### src/rtl/work_transmit_pkg.sv
// Shared constants, FSM encoding and helpers for the work frame transmitter.
package work_transmit_pkg;

   localparam int unsigned FRAME_BYTES                = 64;
   localparam int unsigned DEFAULT_COMM_CLK_FREQUENCY = 109_000_000;
   localparam int unsigned DEFAULT_BAUD_RATE          = 115_200;

   typedef enum logic [2:0] {
      ST_IDLE     = 3'd0,
      ST_WAIT_RDY = 3'd1,
      ST_START    = 3'd2,
      ST_HOLD     = 3'd3,
      ST_GAP      = 3'd4,
      ST_DONE     = 3'd5
   } tx_state_e;

   // Byte counter increment that sticks at the frame length instead of wrapping.
   function automatic logic [6:0] sat_inc(input logic [6:0] value, input logic [6:0] limit);
      if (value < limit) begin
         sat_inc = value + 7'd1;
      end else begin
         sat_inc = value;
      end
   endfunction

endpackage

### src/rtl/work_transmit_if.sv
// Work frame request/status bundle between a frame producer and work_transmit.
interface work_transmit_if;
   import work_transmit_pkg::*;

   logic [255:0] midstate;
   logic [255:0] data2;
   logic         send;
   logic         busy;
   logic         tx_done;
   logic         TxD;

   modport master (output midstate, data2, send, input busy, tx_done, TxD);
   modport slave  (input midstate, data2, send, output busy, tx_done, TxD);

endinterface

### src/rtl/work_transmit_uart.sv
// 8N1 UART transmitter: LSB first, idle high, tx_ready high when a new byte can be taken.
module uart_transmitter
   import work_transmit_pkg::*;
#(
   parameter int unsigned comm_clk_frequency = DEFAULT_COMM_CLK_FREQUENCY,
   parameter int unsigned baud_rate          = DEFAULT_BAUD_RATE
) (
   input  logic       clk,
   input  logic       rst_n,
   output logic       uart_tx,
   input  logic       rx_new_byte,
   input  logic [7:0] rx_byte,
   output logic       tx_ready
);

   localparam int unsigned DIV = (comm_clk_frequency / baud_rate > 0) ?
                                 (comm_clk_frequency / baud_rate) : 1;

   logic [9:0]  shift_r;
   logic [3:0]  bit_r;
   logic [31:0] div_r;
   logic        ready_r;
   logic        tx_r;

   // Serialiser: start bit, 8 data bits, stop bit, each DIV clocks long.
   always_ff @(posedge clk or negedge rst_n) begin
      if (!rst_n) begin
         shift_r <= 10'h3FF;
         bit_r   <= 4'd0;
         div_r   <= 32'd0;
         ready_r <= 1'b1;
         tx_r    <= 1'b1;
      end else if (ready_r) begin
         tx_r <= 1'b1;
         if (rx_new_byte) begin
            shift_r <= {1'b1, rx_byte, 1'b0};
            bit_r   <= 4'd0;
            div_r   <= 32'd0;
            ready_r <= 1'b0;
         end
      end else begin
         tx_r <= shift_r[0];
         if (div_r == DIV - 32'd1) begin
            div_r   <= 32'd0;
            shift_r <= {1'b1, shift_r[9:1]};
            if (bit_r == 4'd9) begin
               ready_r <= 1'b1;
            end else begin
               bit_r <= bit_r + 4'd1;
            end
         end else begin
            div_r <= div_r + 32'd1;
         end
      end
   end

   assign uart_tx  = tx_r;
   assign tx_ready = ready_r;

endmodule

### src/rtl/work_transmit.sv
// Sends {midstate, data2} as 64 UART bytes, MSB first, with an idle gap after each byte.
// Optional feature macro: CONFIG_TX_CHECKSUM_EN appends an XOR checksum byte.
module work_transmit
   import work_transmit_pkg::*;
#(
   parameter int unsigned comm_clk_frequency = DEFAULT_COMM_CLK_FREQUENCY,
   parameter int unsigned GAP_CYCLES         = 16
) (
   input  logic           clk,
   input  logic           rst_n,
   work_transmit_if.slave bus
);

`ifdef CONFIG_TX_CHECKSUM_EN
   localparam logic [6:0] FRAME_LEN = 7'(FRAME_BYTES + 1);
`else
   localparam logic [6:0] FRAME_LEN = 7'(FRAME_BYTES);
`endif

   tx_state_e    state_r;
   tx_state_e    state_n;
   tx_state_e    decide_s;
   logic [511:0] buffer_r;
   logic [6:0]   count_r;
   logic [31:0]  gap_r;
   logic         busy_r;
   logic         tx_done_r;
   logic         start_s;
   logic         accept_s;
   logic         tx_ready_s;
   logic         uart_tx_s;
   logic [7:0]   byte_s;

   assign accept_s = (state_r == ST_IDLE) && bus.send;
   assign decide_s = (count_r < FRAME_LEN) ? ST_WAIT_RDY : ST_DONE;

   // State register.
   always_ff @(posedge clk or negedge rst_n) begin
      if (!rst_n) begin
         state_r <= ST_IDLE;
      end else begin
         state_r <= state_n;
      end
   end

   // Next-state logic; the start strobe is additionally gated by tx_ready.
   always_comb begin
      state_n = state_r;
      start_s = 1'b0;
      case (state_r)
         ST_IDLE: begin
            if (bus.send) state_n = ST_WAIT_RDY;
            else          state_n = ST_IDLE;
         end
         ST_WAIT_RDY: begin
            if (tx_ready_s) state_n = ST_START;
            else            state_n = ST_WAIT_RDY;
         end
         ST_START: begin
            start_s = tx_ready_s;
            state_n = ST_HOLD;
         end
         ST_HOLD: begin
            if (!tx_ready_s)               state_n = ST_HOLD;
            else if (GAP_CYCLES == 32'd0)  state_n = decide_s;
            else                           state_n = ST_GAP;
         end
         ST_GAP: begin
            if (gap_r == GAP_CYCLES - 32'd1) state_n = decide_s;
            else                             state_n = ST_GAP;
         end
         ST_DONE: state_n = ST_IDLE;
         default: state_n = ST_IDLE;
      endcase
   end

   // Frame buffer, byte counter, gap timer and registered status outputs.
   always_ff @(posedge clk or negedge rst_n) begin
      if (!rst_n) begin
         buffer_r  <= 512'd0;
         count_r   <= 7'd0;
         gap_r     <= 32'd0;
         busy_r    <= 1'b0;
         tx_done_r <= 1'b0;
      end else begin
         busy_r    <= (state_n == ST_WAIT_RDY) || (state_n == ST_START) ||
                      (state_n == ST_HOLD) || (state_n == ST_GAP);
         tx_done_r <= (state_n == ST_DONE);
         if (accept_s) begin
            buffer_r <= {bus.midstate, bus.data2};
            count_r  <= 7'd0;
         end else if (start_s) begin
            buffer_r <= {buffer_r[503:0], 8'h00};
            count_r  <= sat_inc(count_r, FRAME_LEN);
         end
         if (state_r == ST_GAP) gap_r <= gap_r + 32'd1;
         else                   gap_r <= 32'd0;
      end
   end

`ifdef CONFIG_TX_CHECKSUM_EN
   logic [7:0] csum_r;

   // XOR of every frame byte handed to the UART; sent once the 64 data bytes are out.
   always_ff @(posedge clk or negedge rst_n) begin
      if (!rst_n) begin
         csum_r <= 8'h00;
      end else if (accept_s) begin
         csum_r <= 8'h00;
      end else if (start_s && (count_r < 7'(FRAME_BYTES))) begin
         csum_r <= csum_r ^ buffer_r[511:504];
      end
   end

   assign byte_s = (count_r == 7'(FRAME_BYTES)) ? csum_r : buffer_r[511:504];
`else
   assign byte_s = buffer_r[511:504];
`endif

   uart_transmitter #(
      .comm_clk_frequency(comm_clk_frequency)
   ) u_uart (
      .clk        (clk),
      .rst_n      (rst_n),
      .uart_tx    (uart_tx_s),
      .rx_new_byte(start_s),
      .rx_byte    (byte_s),
      .tx_ready   (tx_ready_s)
   );

   assign bus.busy    = busy_r;
   assign bus.tx_done = tx_done_r;
   assign bus.TxD     = uart_tx_s;

endmodule

### src/flat_wrapper.sv
// flat-port wrapper written by rule: the top's interface ports become plain ports
module work_transmit_flat import work_transmit_pkg::*;
#(
   parameter int unsigned comm_clk_frequency = DEFAULT_COMM_CLK_FREQUENCY,
   parameter int unsigned GAP_CYCLES         = 16
)
  (clk, rst_n, bus_midstate, bus_data2, bus_send, bus_busy, bus_tx_done, bus_TxD);
  work_transmit_if bus_i ();
  input  logic clk;
  input  logic rst_n;
  input wire logic [$bits(bus_i.midstate)-1:0] bus_midstate;
  input wire logic [$bits(bus_i.data2)-1:0] bus_data2;
  input wire logic [$bits(bus_i.send)-1:0] bus_send;
  output wire logic [$bits(bus_i.busy)-1:0] bus_busy;
  output wire logic [$bits(bus_i.tx_done)-1:0] bus_tx_done;
  output wire logic [$bits(bus_i.TxD)-1:0] bus_TxD;
  assign bus_i.midstate = bus_midstate;
  assign bus_i.data2 = bus_data2;
  assign bus_i.send = bus_send;
  assign bus_busy = bus_i.busy;
  assign bus_tx_done = bus_i.tx_done;
  assign bus_TxD = bus_i.TxD;
  work_transmit #(.comm_clk_frequency(comm_clk_frequency), .GAP_CYCLES(GAP_CYCLES)) u_core (.clk(clk), .rst_n(rst_n), .bus(bus_i));
endmodule
### config.mk
export PLATFORM = sky130hd
export DESIGN_NAME = work_transmit_flat
export DESIGN_NICKNAME = d
export VERILOG_FILES = /design/src/rtl/work_transmit_pkg.sv /design/src/rtl/work_transmit_if.sv /design/src/rtl/work_transmit_uart.sv /design/src/rtl/work_transmit.sv /design/src/flat_wrapper.sv
export SDC_FILE = /design/constraint.sdc
export NUM_CORES = 1
export LEC_CHECK = 0
export ABC_CLOCK_PERIOD_IN_PS = 2600
export CORE_AREA = 3 3 197 276
export CTS_CLUSTER_SIZE = 14
export DETAILED_ROUTE_END_ITERATION = 10
export DIE_AREA = 0 0 200 279
export GPL_TIMING_DRIVEN = 0
export PLACE_DENSITY = 0.88
export SLEW_MARGIN = 20
export SYNTH_ARGS = -nofsm -noshare
export SYNTH_HDL_FRONTEND = slang
export SYNTH_SLANG_ARGS = --single-unit
### constraint.sdc
create_clock -name clk -period 2.6 [get_ports clk]
set_clock_uncertainty 0.15 [all_clocks]
set_input_delay 0.26 -clock clk [delete_from_list [all_inputs] [get_ports clk]]
set_output_delay 0.26 -clock clk [all_outputs]
set_load 0.03 [all_outputs]
Word-level counts from Yosys, hierarchy flattened:

Cells that the tools add are included.

* input bits: 515
* bits in registers: 604
* output and inout port bits: 3
* word-level logic and storage cells: 69

* reductions and logical operators: 11
* add/subtract/negate cells: 4
* equality and inequality tests: 14
* $lt $le $gt $ge: 1
* mux-type cells: 28

Operator list (number)
* $mux W512: 2
* $mux W32: 4
* $add A32 B1 Y32 const B: 2
* $eq A32 B10 Y1 const B: 1
* $eq A32 B4 Y1 const B: 1
* $mux W10: 3
* $mux W7: 3
* $mux W4: 4
* $pmux W3 S5: 1
* $eq A3 B2 Y1 const B: 4
* $eq A3 B3 Y1 const B: 3
* $mux W3: 3
* $add A7 B1 Y7 const B: 1
* $lt A7 B7 Y1 const B: 1
* $mux W1: 7
* $eq A3 B1 Y1 const B: 2
* $reduce_bool A2 Y1: 3
* $add A4 B1 Y4 const B: 1
* $eq A4 B4 Y1 const B: 1
* $reduce_and A2 Y1: 2
* $logic_not A3 Y1: 1
* $logic_or A1 B1 Y1: 3
* $reduce_and A3 Y1: 1
* $mux W2: 1
* other kinds (3): 3

Longest topological paths before layout:

Gate-level depths: netlist of run 1.

* word-level depth: 8
* depth in mapped cells: 9
* gate-level depth less buffers: 7

Cells and area by module:

From an unflattened synthesis of run 1, not the netlist that was laid out.

* cell total of the unflattened synthesis: 2740
* area total of the unflattened synthesis: 28511.1 um^2

By module, submodules not included
* work_transmit: sequential area each 13913.3 um^2, cells an instance 2448, instances 1, area each 25742.2 um^2
* uart_transmitter: sequential area each 1189.9 um^2, cells an instance 292, instances 1, area each 2768.9 um^2

Worst setup path before layout of run 1:

No wires, ideal clock.

* kind: reg-to-reg
* start point: register u_core.u_uart.div_r[1]
* end point: register u_core.u_uart.bit_r[3]
* path slack: 583 ps
* arrival time: 1732 ps
* buffers on the path: 1
* clock period less this slack: 2017 ps
* library setup time: 136 ps
* stages on the path, launching flop included: 9
* path through: dfrtp_1 inv_1 ha_1 nor4b_1 nand4_1 o21a_1 buf_2 o311ai_1 o41ai_1

* longest elaborated chain between the ends: 3

Ends and longest elaborated chain
* from (decl): RTL line work_transmit_uart.sv:21 `logic [31:0] div_r;`
* from (signal assigned): RTL line work_transmit_uart.sv:52 `div_r <= div_r + 32'd1;`
* $eq A32 B10 Y1: RTL line work_transmit_uart.sv:43 `if (div_r == DIV - 32'd1) begin`
* $reduce_bool A2 Y1 (no source line)
* $reduce_and A3 Y1 (no source line)
* to (signal assigned): RTL line work_transmit_uart.sv:49 `bit_r <= bit_r + 4'd1;`
* to (decl): RTL line work_transmit_uart.sv:20 `logic [3:0] bit_r;`

No other way between the ends.
A chain may end at the register's enable or synchronous reset.

Worst setup path in the final report of run 1:

* start point: register u_core.state_r[2]
* end point: register u_core.buffer_r[245]

* longest elaborated chain between the ends: 3
* elaborated cells between the ends (all ways): 6

Ends and longest elaborated chain
* from (decl): RTL line work_transmit.sv:20 `tx_state_e state_r;`
* from (signal assigned): RTL line work_transmit.sv:42 `state_r <= state_n;`
* $eq A3 B2 Y1 / $logic_not A3 Y1 (equally long branches): RTL line work_transmit.sv:50, work_transmit.sv:34
* $mux W1 / $logic_and A1 B1 Y1 (equally long branches): RTL line work_transmit.sv:50, work_transmit.sv:34
* $reduce_bool A2 Y1 (no source line) / $mux W512 (equally long branches)
* to (signal assigned): RTL line work_transmit.sv:90 `buffer_r <= {bus.midstate, bus.data2};`
* to (signal assigned): RTL line work_transmit.sv:93 `buffer_r <= {buffer_r[503:0], 8'h00};`
* to (decl): RTL line work_transmit.sv:23 `logic [511:0] buffer_r;`

Parallel ways exist; a longest one is shown, timed or not.

==> results.tsv, run 1 <==
stage	metric	value	unit
outcome	status	completed	
setup_path	worstPathMaxFanout	10	
synthesis	ys_ff_latch	603	
routing	firstDrtPassIters	8	
cts	cts_tree	built	
power_and_ir_drop	switching_share	21.0	%
global_routing	grt_pass1_vias	26680	
setup_path	critPathRequiredTime	2.98	ns
setup_path	cp_slowest_stage_delay	0.41	ns
timing	tightest_slew	0.707	ns
routing	drt-vias-per-instance	5.74	
synthesis	syn_area_per_cell	8.39	µm²
global_routing	antenna_found_initial	31	
finish	finish.cell_count_without_fillers	4640	
placed_design	io_buffers	517	
floorplan	start_util	52.8	%
setup_path	slowest_stage	clkbuf_1	
timing	timing.hold.ws	0.0547	ns
cts	numCtsBuffers	57	
floorplan	placementRows	99	
power_and_ir_drop	seq_power_share	47.8	%
synthesis	synth_ff_type	dfrtp_1	
synthesis	synth_edf_count	0	
setup_path	crit_top_cell	buf_2	
global_routing	grt_usage	31.9	%
power_and_ir_drop	p_int	0.0155	W
setup_path	path_cells	buf_2, nand4bb_1, buf_2, buf_2, clkbuf_1, nand2_1, a31oi_1	
timing	finalMaxSlewViolations	0	
job	maxCapViolCount	0	
global_routing	grt_max_degree	104	
routing	wirelength	90400	µm
placed_design	dpl-instance-area	0.0338	mm²
finish	drive_above_1_share	5.39	%
cts	cts_num_sinks	603	
min_path	hp-class	input port to asynchronous set/reset pin	
floorplan	fp.dieW	200	µm
floorplan	die_h	279	µm
synthesis	synth.largest_area_cell	dfrtp_1	
routing	vias	26643	
power_and_ir_drop	p_clk_share	46.8	%
routing	routedWlPerCell	19.5	µm
synthesis	syn_inst	3284	
synthesis	syn_area	0.0275	mm²
timing	max_freq	0.404	GHz
cts	h-tree-depth	2	
placed_design	globalplace.congestion	0.956	
cts	cts-root-buf	clkbuf_16	
power_and_ir_drop	cellLeakagePower	15.7	nW
routing	ant_nets	0	
finish	areaGrowthSynthToFinish	30.5	%
finish	stdcell_area	0.0359	mm²
synthesis	synth_top_area_share	53.8	%
synthesis	synth_area_leaders	dfrtp_1 54%, nand2_1 14%, a31oi_1 12%	
finish	nNetsFinal	4390	
setup_path	cp_num_buf_inv	4	
synthesis	async_reset_ff_share	100	%
synthesis	yosys_warnings	0	
cts	clkLatencyLatePin	0.63	ns
timing	rsz0062_at_grt	no	
global_routing	grt_pass1_wl	141000	µm
floorplan	core_area	0.0521	mm²
cts	clk_pin_slew_worst_paths	0.07	ns
synthesis	synthesis.nets	3805	
setup_path	worstSetupEndpointType	register	
setup_path	arrival	2.86	ns
setup_path	start_kind	register	
timing	fin_crit_sh	95.3	%
timing	min_period	2.48	ns
power_and_ir_drop	power.density	546	mW/mm²
timing	slew_headroom	52.7	%
timing	hold_viol_final	0	
global_routing	grt_overflow_total	0	
power_and_ir_drop	p_switching	0.00413	W
synthesis	yosysSeqAreaShare	54.8	%
setup_path	r2r_slack	0.12	ns
routing	drc	0	
power_and_ir_drop	total_power	0.0196	W
timing	final-setup-viol-count	0	
finish	fillers	3951	
setup_path	crit_type	register to register	
synthesis	ys_types	53	
placed_design	dpl.cell_count	4514	
power_and_ir_drop	p_comb_share	5.4	%
power_and_ir_drop	ir_drop	0.564	mV
floorplan	die-area	0.0558	mm²
cts	cts.path.max_buffers	3	
routing	drt-initial-drc-count	2011	
floorplan	io_pins	518	
setup_path	path_delay_family	buffers and inverters	
placed_design	dp_hpwl	66700	µm
## cell families after synthesis
logic type	synth area share, %
compound gates	13.9
xor+xnor	0.922
simple gates	25.1
flops	54.8
mux	0.945
buf+inv	4.02
fa+ha+maj	0.273
## cell type report
| type | instances | area [µm²] | share of cell area [%] |
|---|---|---|---|
| timing repair buffer | 526 | 5370 | 14.9 |
| sequential | 603 | 15100 | 42.0 |
| clock buffer | 80 | 1640 | 4.57 |
| antenna | 18 | 45.0 | 0.125 |
| clock inverter | 25 | 423 | 1.18 |
| inverter | 20 | 75.1 | 0.209 |
| tap | 707 | 885 | 2.46 |
| buffer | 252 | 1060 | 2.94 |
| multi-input combinational | 2409 | 11300 | 31.6 |
## synthesized netlist by cell type (2+ instances only)
master / number
and2_1: 4
or4_1: 2
o22ai_1: 3
nand2_1: 1048
o211ai_1: 5
xnor2_1: 19
o311ai_1: 3
nor2_1: 551
inv_1: 20
a41oi_1: 5
nand4bb_1: 2
clkbuf_2: 2
nor4_1: 16
and3_1: 9
o21a_1: 2
dfrtp_1: 592
mux2i_1: 26
xor2_1: 10
o32ai_1: 2
nor3_1: 16
or2_2: 2
nor4_4: 2
or3_1: 14
a31oi_1: 521
and4_1: 6
ha_1: 6
clkbuf_1: 171
dfstp_2: 11
a21oi_1: 34
buf_1: 15
o21ai_0: 23
a21o_1: 3
nand4_1: 17
buf_2: 63
nand2b_1: 4
nand3_1: 29
nor4_2: 2
a22o_1: 8
nor3_2: 2
## layout by cell type, fill, tap and decap left out, drive strengths merged, types with 3 or more instances in the layout
| master | n |
|---|---|
| a41oi | 5 |
| clkinv | 8 |
| and4 | 6 |
| a22o | 8 |
| clkinvlp | 6 |
| xor2 | 10 |
| inv | 21 |
| o21ai | 24 |
| o311ai | 3 |
| nor4 | 20 |
| mux2i | 26 |
| or3 | 14 |
| and3 | 9 |
| bufinv | 10 |
| a31oi | 521 |
| buf | 88 |
| clkdlybuf4s50 | 516 |
| dfrtp | 592 |
| o22ai | 3 |
| nand2 | 1048 |
| nor3 | 18 |
| nand3 | 31 |
| nand2b | 4 |
| nand4 | 19 |
| ha | 6 |
| clkbuf | 253 |
| diode | 18 |
| a21o | 3 |
| and2 | 4 |
| xnor2 | 19 |
| nor2 | 551 |
| o211ai | 5 |
| a21oi | 34 |
| dfstp | 11 |
## routing by layer
metal | track usage, % | share of wire, %
met3 | 8.45 | 8.6
met1 | 36.6 | 36
met2 | 53.3 | 49
met4 | 18.8 | 6.4
met5 | 0 | 0.19
## repair_timing
| item | CTS | global route |
|---|---|---|
| hold buffers | 1 | 0 |
| setup endpoints to repair | 9 | 401 |
| gates cloned | 0 | 0 |
| buffers inserted | 0 | 2 |
| resized for setup | 3 | 33 |
| endpoints found under the hold margin | 237 | 0 |
| pin swaps | 0 | 1 |
## sequential cells by signal, summed over array words and instances (netlist names)
| signal | count |
|---|---|
| u_core.buffer_r | 512 |
| u_core.u_uart.uart_tx | 1 |
| u_core.u_uart.shift_r | 9 |
| u_core.u_uart.div_r | 32 |
| u_core.gap_r | 32 |
| u_core.count_r | 7 |
| u_core.state_r | 3 |
| u_core.bus.tx_done | 1 |
| u_core.u_uart.tx_ready | 1 |
| u_core.u_uart.bit_r | 4 |
| u_core.bus.busy | 1 |
## power groups by stage
stage               registers (W)  clock network (W)   logic (W)
finish                    0.00938            0.00917     0.00107
global route              0.00937            0.00961     0.00113
CTS                       0.00938            0.00925     0.00107
detailed placement        0.00956                  0     0.00106
global placement          0.00958                  0     0.00103
floorplan                 0.00956                  0  0.00000468
## stage by stage
stage,worst slack (ns),utilization [%],setup TNS [ns]
detailed placement,-0.187,64.8,-24.48
floorplan,0.583,-,0
global route,0.00181,68.9,0
CTS,0.0268,68.8,0
global placement,-25.09,64.4,-
finish,0.122,68.9,0
## final timing paths
path,from,endpoint,cells after the start
setup / recovery,u_core.state_r[2]$_DFF_PN0_,u_core.buffer_r[245]$_DFFE_PN0P_,7
hold / removal,rst_n,u_core.buffer_r[92]$_DFFE_PN0P_,2
setup reg to reg,u_core.state_r[2]$_DFF_PN0_,u_core.buffer_r[245]$_DFFE_PN0P_,7
hold reg to reg,u_core.gap_r[0]$_DFF_PN0_,u_core.gap_r[0]$_DFF_PN0_,1
max in group asynchronous,rst_n,u_core.buffer_r[412]$_DFFE_PN0P_,5
min in group clk,bus_data2[253],u_core.buffer_r[253]$_DFFE_PN0P_,3
Note: power is estimated with default switching activity, not from simulation.
==> run 2: changes to the inputs <==
Settings changed: SLEW_MARGIN 20 to 0.
==> run 2 against run 1 <==
Net effect:
- critical path type unchanged
- utilization shrank 0.18 points
- clock-buffer cell count grew 1
- register-to-register slack lost 0.07 ns
- largest cell class unchanged
- cell count is essentially flat
==> results.tsv, run 2 (synthesis results as in run 1) <==
stage	metric	value	unit	change
outcome	status	completed		
placed_design	globalplace.congestion	0.956		unchanged
finish	nNetsFinal	4388		-0.046%
setup_path	critPathRequiredTime	2.98	ns	about the same
placed_design	dp_hpwl	66400	µm	-0.53%
setup_path	crit_type	register to register		
cts	cts.path.max_buffers	3		unchanged
routing	drt-initial-drc-count	2296		+14%
min_path	min_from	bus_midstate[3]		
placed_design	dpl.cell_count	4513		-0.022%
finish	top_register	u_core.buffer_r		
min_path	hp-class	input port to register		
setup_path	r2r_cells	7		unchanged
timing	hold_viol_final	0		unchanged
placed_design	dp_slack	-0.196	ns	-0.00945 ns
cts	h-tree-depth	2		unchanged
cts	clkLatencyLatePin	0.62	ns	about the same
power_and_ir_drop	cellLeakagePower	15.6	nW	-0.19%
global_routing	grt_usage	32.0	%	+0.11 points
setup_path	worstPathMaxFanout	10		unchanged
cts	cts-root-buf	clkbuf_16		
setup_path	r2r_end	u_core.buffer_r[231]$_DFFE_PN0P_		
routing	routedWlPerCell	19.6	µm	+0.33%
floorplan	die-area	0.0558	mm²	unchanged
placed_design	io_buffers	517		unchanged
global_routing	grt_max_degree	124		+19%
floorplan	io_pins	518		unchanged
timing	tightest_slew	0.681	ns	-0.0258 ns
global_routing	grt_overflow_total	0		unchanged
setup_path	path_delay_family	buffers and inverters		
cts	numCtsBuffers	57		unchanged
setup_path	cp.depth	7		unchanged
timing	slew_headroom	54.6	%	+1.9 points
setup_path	crit-reg2reg-launch	u_core.state_r[2]$_DFF_PN0_		
finish	drive_above_1_share	5.47	%	+0.078 points
floorplan	core_area	0.0521	mm²	unchanged
setup_path	crit_end	u_core.buffer_r[231]$_DFFE_PN0P_		
setup_path	cp_slowest_stage_delay	0.38	ns	-0.03 ns
setup_path	cp_num_buf_inv	4		unchanged
job	maxCapViolCount	0		unchanged
finish	areaGrowthSynthToFinish	30.1	%	
finish	final_cell_mix	1048 x nand2_1, 592 x dfrtp_1, 551 x nor2_1		
floorplan	start_util	52.8	%	unchanged
setup_path	arrival	2.93	ns	+0.07 ns
setup_path	r2r_slack	0.05	ns	-0.07 ns
routing	firstDrtPassIters	5		-3
timing	fin_crit_sh	98.1	%	+2.8 points
routing	ant_nets	0		unchanged
routing	drc	0		unchanged
timing	min_period	2.55	ns	+0.0738 ns
finish	final_common_cell	nand2_1		
global_routing	grt_pass1_wl	141000	µm	about the same
cts	cts_num_sinks	603		unchanged
setup_path	path_cells	buf_2, nand4bb_1, buf_2, buf_2, clkbuf_1, nand2_1, a31oi_1		
timing	worst_slack	0.0481	ns	-0.0738 ns
routing	drt-vias-per-instance	5.76		+0.36%
routing	wirelength	90700	µm	+0.28%
timing	finalMaxSlewViolations	0		unchanged
timing	rsz0062_at_grt	yes		
global_routing	antenna_found_initial	29		-6.5%
floorplan	fp.dieW	200	µm	unchanged
setup_path	worstSetupEndpointType	register		
finish	reg.largest.list	u_core.buffer_r: 512 flops, u_core.gap_r: 32 flops, u_core.u_uart.div_r: 32 flops		
global_routing	grt_pass1_vias	26762		+0.31%
cts	cts_tree	built		
finish	finish.cell_count_without_fillers	4638		-0.043%
power_and_ir_drop	total_power	0.0193	W	-1.5%
timing	tns	0	ns	unchanged
floorplan	placementRows	99		unchanged
timing	max_freq	0.392	GHz	-2.9%
routing	vias	26728		+0.32%
setup_path	crit_top_cell	buf_2		
power_and_ir_drop	power.density	539	mW/mm²	-1.3%
setup_path	start_kind	register		
cts	clk_pin_slew_worst_paths	0.07	ns	about the same
finish	largest_reg_flops	512		unchanged
timing	final-setup-viol-count	0		unchanged
power_and_ir_drop	ir_drop	0.516	mV	-8.6%
setup_path	crit_path_start	u_core.state_r[2]$_DFF_PN0_		
floorplan	die_h	279	µm	unchanged
finish	final_core_util	68.8	%	-0.18 points
setup_path	slowest_stage	clkbuf_1		
## run 2: worst min-delay path, delay by kind of cell
family	cells	cell delay, ns
buffers and inverters	1	0.39
and+or+nand+nor	1	0.10
AOI/OAI and AO/OA	1	0.05
## run 2: worst min-delay path by stage
stage	endpoint	slack [ns]	cells past startpoint
after global routing	u_core.buffer_r[173]$_DFFE_PN0P_	0.05	3
after detailed placement	u_core.buffer_r[100]$_DFFE_PN0P_	0.14	1
final	u_core.buffer_r[259]$_DFFE_PN0P_	0.06	3
after global placement	u_core.gap_r[0]$_DFF_PN0_	0.33	1
after floorplan	u_core.buffer_r[0]$_DFFE_PN0P_	-0.19	0
after CTS	u_core.buffer_r[25]$_DFFE_PN0P_	0.03	3
## run 2: area by class of cell
cell class,instances,area (µm²)
fill,3931,16300
sequential,603,15100
multi-input combinational,2409,11300
timing repair buffer,524,5340
clock buffer,81,1680
buffer,252,1060
tap,707,885
clock inverter,25,320
inverter,20,75.1
antenna,17,42.5
## run 2: per-layer routing
layer | vias up | part of all wire, % | GRT usage (%)
li1 | 12289 | - | -
met1 | 12691 | 36 | 37.0
met2 | 1353 | 49 | 53.5
met3 | 369 | 8.2 | 8.36
met4 | 26 | 6.4 | 18.5
met5 | - | 0.18 | 0
## run 2: timing repair
action,4_1_cts,5_1_grt
pin swaps,0,1
gates resized for setup,3,41
endpoints found under the hold margin,76,0
buffers inserted,0,1
endpoints found under the setup margin,11,401
hold buffers,1,0
## run 2: per-stage QoR
stage,area (µm²),hold slack [ns]
after floorplan,27500,-0.186
after global placement,33600,0.326
after detailed placement,33700,0.135
after CTS,35800,0.0325
after global routing,35800,0.0525
final,35900,0.0573
## run 2: report_power, final
part,switching (W),internal (W)
clock,0.00377,0.00510
combinational,0.000367,0.000697
sequential,0,0.00938
total,0.00414,0.0152
